**config.mk**
```make
export PLATFORM = sky130hd
export DESIGN_NAME = centroid_update
export DESIGN_NICKNAME = d
export VERILOG_FILES = /design/src/rtl/kmeans_pkg.sv /design/src/rtl/udiv_seq.sv /design/src/rtl/centroid_update.sv
export SDC_FILE = /design/constraint.sdc
export NUM_CORES = 1
export LEC_CHECK = 0
export CORE_ASPECT_RATIO = 1.1
export CORE_MARGIN = 4
export CORE_UTILIZATION = 35
export CTS_CLUSTER_DIAMETER = 80
export CTS_CLUSTER_SIZE = 24
export DETAILED_ROUTE_END_ITERATION = 6
export DONT_BUFFER_PORTS = 1
export PLACE_DENSITY_LB_ADDON = 0.3
export SYNTH_ARGS = -nofsm -noshare
export SYNTH_HDL_FRONTEND = slang
export SYNTH_HIERARCHICAL = 1
export SYNTH_SLANG_ARGS = --single-unit
```
**constraint.sdc**
```tcl
create_clock -name clk -period 5.1 [get_ports clk]
set_clock_uncertainty 0.2 [all_clocks]
set_input_delay 1.02 -clock clk [delete_from_list [all_inputs] [get_ports clk]]
set_output_delay 1.02 -clock clk [all_outputs]
set_load 0.02 [all_outputs]
```
**src/rtl/kmeans_pkg.sv**
```systemverilog
// Shared k-means constants, FSM state encoding and entry helpers.
// Entries are numbered cluster-major: entry e covers cluster e/2, axis e%2.
package kmeans_pkg;

    localparam int K  = 4;
    localparam int DW = 32;
    localparam int CW = 16;
    localparam int SW = DW + CW;

    localparam int IW = $clog2(K);
    localparam int NE = 2 * K;
    localparam int EW = $clog2(NE);

    localparam logic AXIS_X = 1'b0;
    localparam logic AXIS_Y = 1'b1;

    typedef enum logic [2:0] {
        ACCUM = 3'd0,
        LOAD  = 3'd1,
        DIV   = 3'd2,
        WRITE = 3'd3,
        CLEAR = 3'd4
    } state_t;

    function automatic logic [IW-1:0] entry_idx(input logic [EW-1:0] e);
        return e[EW-1:1];
    endfunction

    function automatic logic entry_axis(input logic [EW-1:0] e);
        return e[0];
    endfunction

endpackage

```
**src/rtl/udiv_seq.sv**
```systemverilog
// Unsigned restoring divider, one quotient bit per cycle, SW cycles after start.
// done is high during the cycle whose closing edge retires the last bit.
module udiv_seq #(
    parameter int SW = 48,
    parameter int CW = 16
) (
    input  logic          clk,
    input  logic          rst_b,
    input  logic          start,
    input  logic [SW-1:0] dividend,
    input  logic [CW-1:0] divisor,
    output logic          busy,
    output logic          done,
    output logic [SW-1:0] quotient,
    output logic [CW-1:0] remainder
);

    localparam int TW = $clog2(SW + 1);

    logic [TW-1:0] steps;
    logic [CW:0]   rem_q;
    logic [CW:0]   rem_sh;
    logic [CW:0]   rem_nx;
    logic [SW-1:0] quo_q;
    logic [CW-1:0] dvs_q;
    logic          q_bit;

    always_comb begin
        rem_sh = {rem_q[CW-1:0], quo_q[SW-1]};
        q_bit  = (rem_sh >= {1'b0, dvs_q});
        rem_nx = q_bit ? (rem_sh - {1'b0, dvs_q}) : rem_sh;
    end

    always_ff @(posedge clk or negedge rst_b) begin
        if (!rst_b) begin
            steps <= '0;
            rem_q <= '0;
            quo_q <= '0;
            dvs_q <= '0;
            busy  <= 1'b0;
        end else if (start) begin
            steps <= TW'(SW);
            rem_q <= '0;
            quo_q <= dividend;
            dvs_q <= divisor;
            busy  <= 1'b1;
        end else if (busy) begin
            rem_q <= rem_nx;
            quo_q <= {quo_q[SW-2:0], q_bit};
            steps <= steps - 1'b1;
            if (steps == TW'(1)) begin
                busy <= 1'b0;
            end
        end
    end

    assign done      = busy && (steps == TW'(1)) && !start;
    assign quotient  = quo_q;
    assign remainder = rem_q[CW-1:0];

endmodule

```
**src/rtl/centroid_update.sv**
```systemverilog
// Centroid-update stage: accumulates assigned points per cluster, then on epoch_end
// divides each (cluster, axis) sum by its count and writes the new centroid.
//
// state | meaning
// ACCUM | accept points into per-cluster sums and counts
// LOAD  | select entry e; skip when its count is zero, else start the divider
// DIV   | wait for the divider to retire all quotient bits
// WRITE | emit one centroid write for entry e
// CLEAR | zero accumulators and overflow flag, pulse done
module centroid_update
    import kmeans_pkg::*;
(
    input  logic          clk,
    input  logic          reset,
    input  logic          pt_valid,
    input  logic [DW-1:0] pt_x,
    input  logic [DW-1:0] pt_y,
    input  logic [IW-1:0] pt_idx,
    input  logic          epoch_end,
    output logic          busy,
    output logic          wr_en,
    output logic [IW-1:0] wr_idx,
    output logic          wr_axis,
    output logic [DW-1:0] wr_data,
    output logic          done,
    output logic          cnt_ovf
);

    state_t state, state_nx;

    logic [SW-1:0] sum_x [K];
    logic [SW-1:0] sum_y [K];
    logic [CW-1:0] cnt   [K];

    logic [EW-1:0] ent;
    logic          last_ent;
    logic [CW-1:0] sel_cnt;
    logic [SW-1:0] sel_sum;

    logic          accum_en;
    logic          pt_drop;
    logic          div_start;
    logic          ent_adv;
    logic          clr_acc;
    logic          wr_fire;
    logic          done_fire;

    logic          div_busy;
    logic          div_done;
    logic [SW-1:0] quotient;
    logic [CW-1:0] div_rem;
    logic          div_unused;

    assign last_ent = (ent == EW'(NE - 1));
    assign sel_cnt  = cnt[entry_idx(ent)];
    assign sel_sum  = (entry_axis(ent) == AXIS_Y) ? sum_y[entry_idx(ent)]
                                                  : sum_x[entry_idx(ent)];

    udiv_seq #(
        .SW(SW),
        .CW(CW)
    ) u_div (
        .clk      (clk),
        .rst_b    (reset),
        .start    (div_start),
        .dividend (sel_sum),
        .divisor  (sel_cnt),
        .busy     (div_busy),
        .done     (div_done),
        .quotient (quotient),
        .remainder(div_rem)
    );

    // Mean of DW-bit values always fits DW bits, so the upper quotient bits stay zero.
    assign div_unused = ^{div_busy, div_rem, quotient[SW-1:DW]};

    always_ff @(posedge clk or negedge reset) begin
        if (!reset) begin
            state <= ACCUM;
        end else begin
            state <= state_nx;
        end
    end

    always_comb begin
        state_nx = state;
        case (state)
            ACCUM: if (epoch_end) state_nx = LOAD;
            LOAD: begin
                if (sel_cnt != '0) begin
                    state_nx = DIV;
                end else if (last_ent) begin
                    state_nx = CLEAR;
                end
            end
            DIV:   if (div_done) state_nx = WRITE;
            WRITE: state_nx = last_ent ? CLEAR : LOAD;
            CLEAR: state_nx = ACCUM;
            default: state_nx = ACCUM;
        endcase
    end

    always_comb begin
        accum_en  = 1'b0;
        div_start = 1'b0;
        ent_adv   = 1'b0;
        clr_acc   = 1'b0;
        wr_fire   = 1'b0;
        done_fire = 1'b0;
        case (state)
            ACCUM: accum_en = pt_valid;
            LOAD: begin
                if (sel_cnt != '0) begin
                    div_start = 1'b1;
                end else begin
                    ent_adv = 1'b1;
                end
            end
            WRITE: begin
                wr_fire = 1'b1;
                ent_adv = 1'b1;
            end
            CLEAR: begin
                clr_acc   = 1'b1;
                done_fire = 1'b1;
            end
            default: ;
        endcase
    end

    always_ff @(posedge clk or negedge reset) begin
        if (!reset) begin
            ent <= '0;
        end else if (state == ACCUM) begin
            ent <= '0;
        end else if (ent_adv) begin
            ent <= ent + 1'b1;
        end
    end

    // A saturated count drops the point entirely so sum/count stays a true mean.
    assign pt_drop = accum_en && (cnt[pt_idx] == '1);

    always_ff @(posedge clk or negedge reset) begin
        if (!reset) begin
            for (int i = 0; i < K; i++) begin
                sum_x[i] <= '0;
                sum_y[i] <= '0;
                cnt[i]   <= '0;
            end
            cnt_ovf <= 1'b0;
        end else if (clr_acc) begin
            for (int i = 0; i < K; i++) begin
                sum_x[i] <= '0;
                sum_y[i] <= '0;
                cnt[i]   <= '0;
            end
            cnt_ovf <= 1'b0;
        end else if (accum_en) begin
            if (pt_drop) begin
                cnt_ovf <= 1'b1;
            end else begin
                sum_x[pt_idx] <= sum_x[pt_idx] + SW'(pt_x);
                sum_y[pt_idx] <= sum_y[pt_idx] + SW'(pt_y);
                cnt[pt_idx]   <= cnt[pt_idx] + 1'b1;
            end
        end
    end

    always_ff @(posedge clk or negedge reset) begin
        if (!reset) begin
            busy    <= 1'b0;
            done    <= 1'b0;
            wr_en   <= 1'b0;
            wr_idx  <= '0;
            wr_axis <= 1'b0;
            wr_data <= '0;
        end else begin
            busy    <= (state != ACCUM);
            done    <= done_fire;
            wr_en   <= wr_fire;
            wr_idx  <= wr_fire ? entry_idx(ent) : '0;
            wr_axis <= wr_fire ? entry_axis(ent) : 1'b0;
            wr_data <= wr_fire ? quotient[DW-1:0] : '0;
        end
    end

endmodule
```
==> results.tsv, run 1 <==
metric	value	unit
status	finished, violations left	
failing checks	negative hold slack, max-slew violations	
DRT iter0 DRCs	1973	
Yosys reg bits	580	
Worst Reg2Reg Path Length in Cells	11	
CTS sink count	580	
DR WL/cell	24.50	um
max incr delay on CP	540	ps
CP cell instances	mux4_2 -> ha_1 -> fa_1 -> a21o_1 -> a31oi_1 -> nor3_1 -> o31ai_1 -> a21oi_2 -> o31ai_4 -> buf_4 -> buf_4 -> a2111oi_4 -> xnor2_2 -> o21ai_1	
DR vias/cell	5.860	
number of port buffers	0	
Nets	2857	
worst r2r src	ent[1]	
global route overflow	0	
Ys Warns	6	
internal power	11.50	mW
detailed placer's ending HPWL	61730	um
measured slew at the worst slew-check pin	2128	ps
Async SR Flop Fraction	100.0	%
CTS Buf Count	31	
postcts setup bufs	0	
core area	0.09252	mm^2
top cell type's share of synthesized area	44.53	%
Logic pwr share	48.4	%
Die X	299.0	um
layout cells sized above 1	15.58	%
critical path data arrival time	4680	ps
Switch Pwr	8.187	mW
crit-path max FO	120	
Lkg Pwr	14.67	nW
clock buffer depth	3	
fmax	228.6	MHz
Critical Path Sink Type	register	
ANT nets after route	0	
Synth cell types	85	
ys flop type	dfrtp_1	
CP startpoint kind	primary input	
clock root buffer	clkbuf_16	
largest net degree at the start of global routing	581	
Tmin final	4375	ps
relative slew slack	-41.88	%
area grow syn2layout	6.748	%
I/O pins	109	
post-CTS sizing	0	
row count	117	
Hold Violations, Final	37	
syn nets	2987	
Power Density	565.9	mW/mm^2
synth top area cells	dfrtp_1 45%, mux4_2 15%, a22o_1 6.5%	
drt drc	0	
FF-to-FF setup slack	930	ps
worst vdd ir	0.0003308	V
r2r endpoint	state[0]	
final setup fails	0	
top-count cell post-synth	dfrtp_1	
All-Layer GR Usage	19.59	%
crit path kind	primary input to register	
Seq pwr share	37.2	%
DIE AREA	0.09808	mm^2
class of the worst hold path	primary input to async pin	
Die H	328.1	um
Hold Slack	-116.1	ps
first-pass GRT wire length	151200	um
Starting Density	35.23	%
Net Sw Frac	41.58	%
synth cell count leaders	580 x dfrtp_1, 358 x nand2_1, 303 x o21ai_0	
Syn Inst Count	2829	
GPL Wtd Cong	0.8495	
CP max stage cell	mux4_2	
Total Power	19.69	mW
H-tree depth	1	
WP data required	5400	ps
Synth Area per Inst	11.52	um^2
vias	23240	
RSZ-0062 raised after global routing	false	
Max Cap Viol	0	
CP most frequent cell	buf_4	
WL final	97180	um
largest area contributor in the netlist	dfrtp_1	
drt pass-1 iters	5	
TNS Setup	0	ps
Clock Latency Late Sink	630	ps
Seq/Total Area, Yosys	44.53	%
Max Slew Vio Count	317	
EDFF count, synth	0	
Final Cycle Share	85.79	%
CTS tree	built	
clock-pin slew on the worst setup and hold paths	110	ps
vias in the first global route	23750	
Clk pwr share	14.4	%
initial antenna violation count	8	
Mapped Area	0.03260	mm^2
power by group through the flow:
stage | Clock (mW) | Combinational [mW] | Sequential, mW
2_1_floorplan | 0 | 7.38 | 6.85
3_3_place_gp | 0 | 9.47 | 7.35
3_5_place_dp | 0 | 9.53 | 7.37
4_1_cts | 2.92 | 9.57 | 7.30
5_1_grt | 3.07 | 10.4 | 7.51
6_report | 2.84 | 9.53 | 7.33
per-stage QoR:
step / instances / utilization, % / cell area, um^2 / hold slack [ps] / setup WS (ps)
2_1_floorplan: 2829 / - / 32820 / 257.4 / -223.2
3_3_place_gp: 3915 / 36.58 / 33840 / 274.9 / 307.8
3_5_place_dp: 3915 / 36.58 / 33840 / 284.0 / 249.0
4_1_cts: 3964 / 37.60 / 34790 / -121.6 / 858.7
5_1_grt: 3966 / 37.61 / 34790 / -137.6 / 605.6
6_report: 3966 / 37.61 / 34790 / -116.1 / 724.9
state kept, by name (all words and copies together), names as in the netlist:
signal,flops
u_div/busy,1
ent,3
cnt,64
done,1
u_div/dvs_q,16
sum_x,192
wr_data,32
u_div/rem_q,16
cnt_ovf,1
wr_en,1
wr_axis,1
sum_y,192
u_div/steps,6
busy,1
state,3
u_div/quotient,48
wr_idx,2
how the worst max path moves through the flow:
stage | startpoint | endpoint | slack (ps) | cells after the start
after detailed placement | pt_idx[0] | sum_x[46] | 250 | 14
after CTS | ent[1] | state[0] | 860 | 11
after global placement | pt_idx[0] | sum_x[44] | 310 | 14
after floorplan | pt_idx[0] | sum_y[42] | -220 | 20
after global routing | pt_idx[0] | sum_x[46] | 610 | 14
final | pt_idx[0] | sum_x[92] | 720 | 14
layout by cell type (no fill, tap or decap), types with 8 or more instances in the layout:
master / n
xor2_1: 26
nand3_1: 35
buf_4: 28
nor2b_1: 10
mux2_2: 51
nand2_1: 354
mux4_1: 8
a21o_1: 36
o21ai_1: 26
o21a_1: 11
inv_1: 44
nand4_1: 17
a31oi_1: 14
a31o_2: 8
nor3_1: 23
a22o_1: 242
dfrtp_1: 576
nor4_1: 15
xnor2_1: 85
clkbuf_16: 31
a21oi_1: 78
ha_1: 84
nand2b_1: 8
o21ai_0: 298
o21bai_1: 11
and3_1: 15
buf_12: 19
mux2i_1: 52
mux4_2: 214
and2_1: 45
nor2_1: 79
a311oi_1: 13
a211oi_1: 8
kinds of logic (layout without fill, tap and decap cells):
logic type	Yosys count	in the layout	synth area share (%)
buffers and inverters	254	140	3.919
adders and majority gates	88	88	3.447
AOI/OAI and AO/OA	819	819	17.17
muxes	325	325	18.79
other	0	2	0
xor gates and xnor gates	113	113	3.036
and+or+nand+nor	650	650	9.109
DFF	580	580	44.53
final cells by class:
type | instances | area [um^2]
diodes | 2 | 5.005
repair buffers | 47 | 590.6
well taps | 1249 | 1563
inverters | 44 | 165.2
flip-flops and latches | 580 | 14530
fillers | 9026 | 57720
clock inverters | 14 | 147.6
multi-input cells | 1995 | 17000
clock buffers | 35 | 800.8
worst max-delay path: cells and delay by family:
| kind | cells | cell delay [ps] |
|---|---|---|
| XOR/XNOR | 1 | 240 |
| AND/OR/NAND/NOR | 1 | 120 |
| adder cells (fa/ha/maj) | 2 | 640 |
| buffers and inverters | 2 | 390 |
| multiplexers | 1 | 540 |
| AO/OA/AOI/OAI | 7 | 1540 |
metal layers:
| layer | part of all wire (%) | GRT usage (%) | vias to the layer above |
|---|---|---|---|
| met5 | 0.043 | 0 | - |
| met4 | 3.4 | 5.896 | 6 |
| met3 | 4.7 | 2.161 | 109 |
| met2 | 49 | 33.29 | 653 |
| met1 | 43 | 26.52 | 12130 |
| li1 | - | - | 10350 |
Power figures use the tool's default switching activity.
==> run 2, diff against run 1 <==
ABC_AREA = 1   (was unset)
REMOVE_ABC_BUFFERS = 1   (was unset)
==> run 2 against run 1 <==
Compared with the run above:
- the flow now finishes without violations
- flip-flop and latch count stayed put
- synthesized cell count increased by 100%
- combinational power is 14% higher
- worst hold slack improved by 140 ps
- clock power increased by 26%
- utilization increased by 0.80 points
- critical path type unchanged
- critical endpoint is now sum_y[81]
==> results.tsv, run 2 <==
metric	value	unit
ANT nets after route	0	
fmax	254.4	MHz
Seq/Total Area, Yosys	38.64	%
Die X	320.3	um
Die H	351.6	um
largest net degree at the start of global routing	581	
Total Power	21.94	mW
Critical Path Sink Type	register	
final setup fails	0	
status	completed	
Synth Area per Inst	6.498	um^2
ys flop type	dfrtp_1	
critical path data arrival time	4280	ps
WL final	146700	um
relative slew slack	25.88	%
top-count cell post-synth	nand2_1	
global route overflow	0	
Seq pwr share	34.0	%
clock root buffer	clkbuf_16	
Switch Pwr	10.91	mW
DR vias/cell	5.287	
non-filler cells, final	7080	
H-tree depth	2	
drt drc	0	
WP data required	5450	ps
Max Cap Viol	0	
All-Layer GR Usage	24.72	%
CTS tree	built	
Net Sw Frac	49.73	%
detailed placer's ending HPWL	96440	um
drt pass-1 iters	6	
Logic pwr share	49.7	%
CP most frequent cell	nand2_1	
core area	0.1060	mm^2
CTS sink count	580	
Syn Inst Count	5780	
largest area contributor in the netlist	dfrtp_1	
CP max stage cell	nand3_4	
Clock Latency Late Sink	630	ps
vias in the first global route	35460	
Clk pwr share	16.4	%
CTS Buf Count	40	
most frequent cells in the layout	2591 x nand2_1, 586 x nor2_1, 578 x dfrtp_1	
worst vdd ir	0.0002656	V
Max Slew Vio Count	0	
Async SR Flop Fraction	100.0	%
GPL Wtd Cong	0.9989	
biggest regs	sum_x: 192 flops, sum_y: 192 flops, cnt: 64 flops	
post-CTS sizing	0	
Power Density	538.5	mW/mm^2
Mapped Area	0.03756	mm^2
Final Cycle Share	77.08	%
area grow syn2layout	8.448	%
RSZ-0062 raised after global routing	false	
Starting Density	35.42	%
crit path kind	primary input to register	
Hold Violations, Final	0	
DR WL/cell	20.72	um
commonest non-fill, non-tap cell in the layout	nand2_1	
DIE AREA	0.1126	mm^2
measured slew at the worst slew-check pin	1112	ps
CP startpoint kind	primary input	
vias	37430	
Nets	5806	
class of the worst hold path	primary input to async pin	
DP Cell Count	6981	
EDFF count, synth	0	
row count	125	
clock buffer depth	3	
Synth cell types	44	
max incr delay on CP	570	ps
clock-pin slew on the worst setup and hold paths	100	ps
Ys Warns	6	
layout cells sized above 1	3.719	%
number of port buffers	0	
crit-path max FO	76	
initial antenna violation count	22	
first-pass GRT wire length	217200	um
CP cell instances	inv_2 -> nor2_4 -> buf_12 -> buf_4 -> a22oi_1 -> nand2_1 -> ha_1 -> inv_1 -> nor2_1 -> nand2_2 -> nor2_4 -> nand4_2 -> nand3_4 -> buf_4 -> nand2_1 -> nand2_1	
top cell type's share of synthesized area	38.64	%
synth cell count leaders	2592 x nand2_1, 588 x nor2_1, 580 x dfrtp_1	
DRT iter0 DRCs	4139	
I/O pins	109	
Yosys reg bits	580	
synth top area cells	dfrtp_1 39%, nand2_1 26%, nor2_1 5.9%	
internal power	11.03	mW
Tmin final	3931	ps
Lkg Pwr	21.08	nW
==> run 2: cell types whose count changed after synthesis, sizes merged, moves of 75 or more <==
cell   delta
a22o    -242
a22oi    +75
inv     +489
mux4    -222
nand2  +2244
nand3   +243
nor2    +527
xnor2    -75
==> run 2: worst paths after layout <==
check / startpoint / depth (start not counted) / slack, ps / end
min in group clk: u_div/quotient[27] / 2 / 280 / wr_data[27]
setup / recovery: pt_idx[1] / 16 / 1170 / sum_y[81]
max in group asynchronous: reset / 1 / 3440 / sum_y[16]
hold reg to reg: u_div/quotient[27] / 2 / 280 / wr_data[27]
setup reg to reg: ent[1] / 9 / 1230 / u_div/quotient[35]
hold / removal: reset / 1 / 20 / cnt[42]
==> run 2: logic make-up (layout without fill, tap and decap cells) <==
logic type      Yosys count  in the layout  synth area share [%]
simple gates           3554           3554                 37.38
compound gates          679            679                 10.58
fa+ha+maj                88             88                 2.992
flops                   580            580                 38.64
xor+xnor                 72             72                 1.679
buf+inv                 807            700                 8.731
other cells               0             10                     0
==> run 2: layer usage <==
| layer | vias up | GRT usage, % | share of wire (%) |
|---|---|---|---|
| li1 | 17890 | - | - |
| met4 | 12 | 8.876 | 3.8 |
| met5 | - | 0 | 0.055 |
| met3 | 285 | 3.902 | 7.8 |
| met2 | 1530 | 40.86 | 46 |
| met1 | 17720 | 32.88 | 43 |
==> run 2: critical path, delay by kind of cell <==
family | cells | cell delay (ps)
AOI/OAI and AO/OA | 1 | 70
buffers and inverters | 5 | 960
and+or+nand+nor | 9 | 1930
adders and majority gates | 1 | 180
==> run 2: through the flow <==
| step | utilization, % | instance area (um^2) | hold slack, ps | setup WS (ps) | setup TNS [ps] |
|---|---|---|---|---|---|
| 3_3_place_gp | 36.77 | 38990 | 253.5 | 712.9 | 0 |
| 4_1_cts | 38.04 | 40340 | -70.86 | 1278 | 0 |
| 5_1_grt | 38.40 | 40720 | 8.973 | 1045 | 0 |
| 2_1_floorplan | - | 36290 | 241.9 | -8810 | -964400 |
| 6_report | 38.41 | 40730 | 19.31 | 1169 | 0 |
| 3_5_place_dp | 36.77 | 38990 | 259.3 | 692.8 | 0 |
==> run 2: cell type report <==
class	instances	area (um^2)
Clock inverter	23	291.5
Clock buffer	44	1057
Multi-Input combinational cell	4393	19840
Sequential cell	580	14520
Tap cell	1397	1748
Antenna cell	10	25.02
Inverter	537	2024
Fill cell	11440	65310
Timing Repair Buffer	96	1221
==> run 2: power by group through the flow <==
stage	clock network, mW	registers, mW	logic (mW)
floorplan	0	7.21	7.12
global placement	0	7.47	10.4
detailed placement	0	7.48	10.6
CTS	3.68	7.41	10.6
global route	3.83	7.63	12.1
finish	3.59	7.45	10.9
==> run 2: repair_timing <==
item                                   in CTS  in global routing
setup endpoints to repair                   0                  0
buffers inserted                            0                  0
endpoints found under the hold margin     548                 78
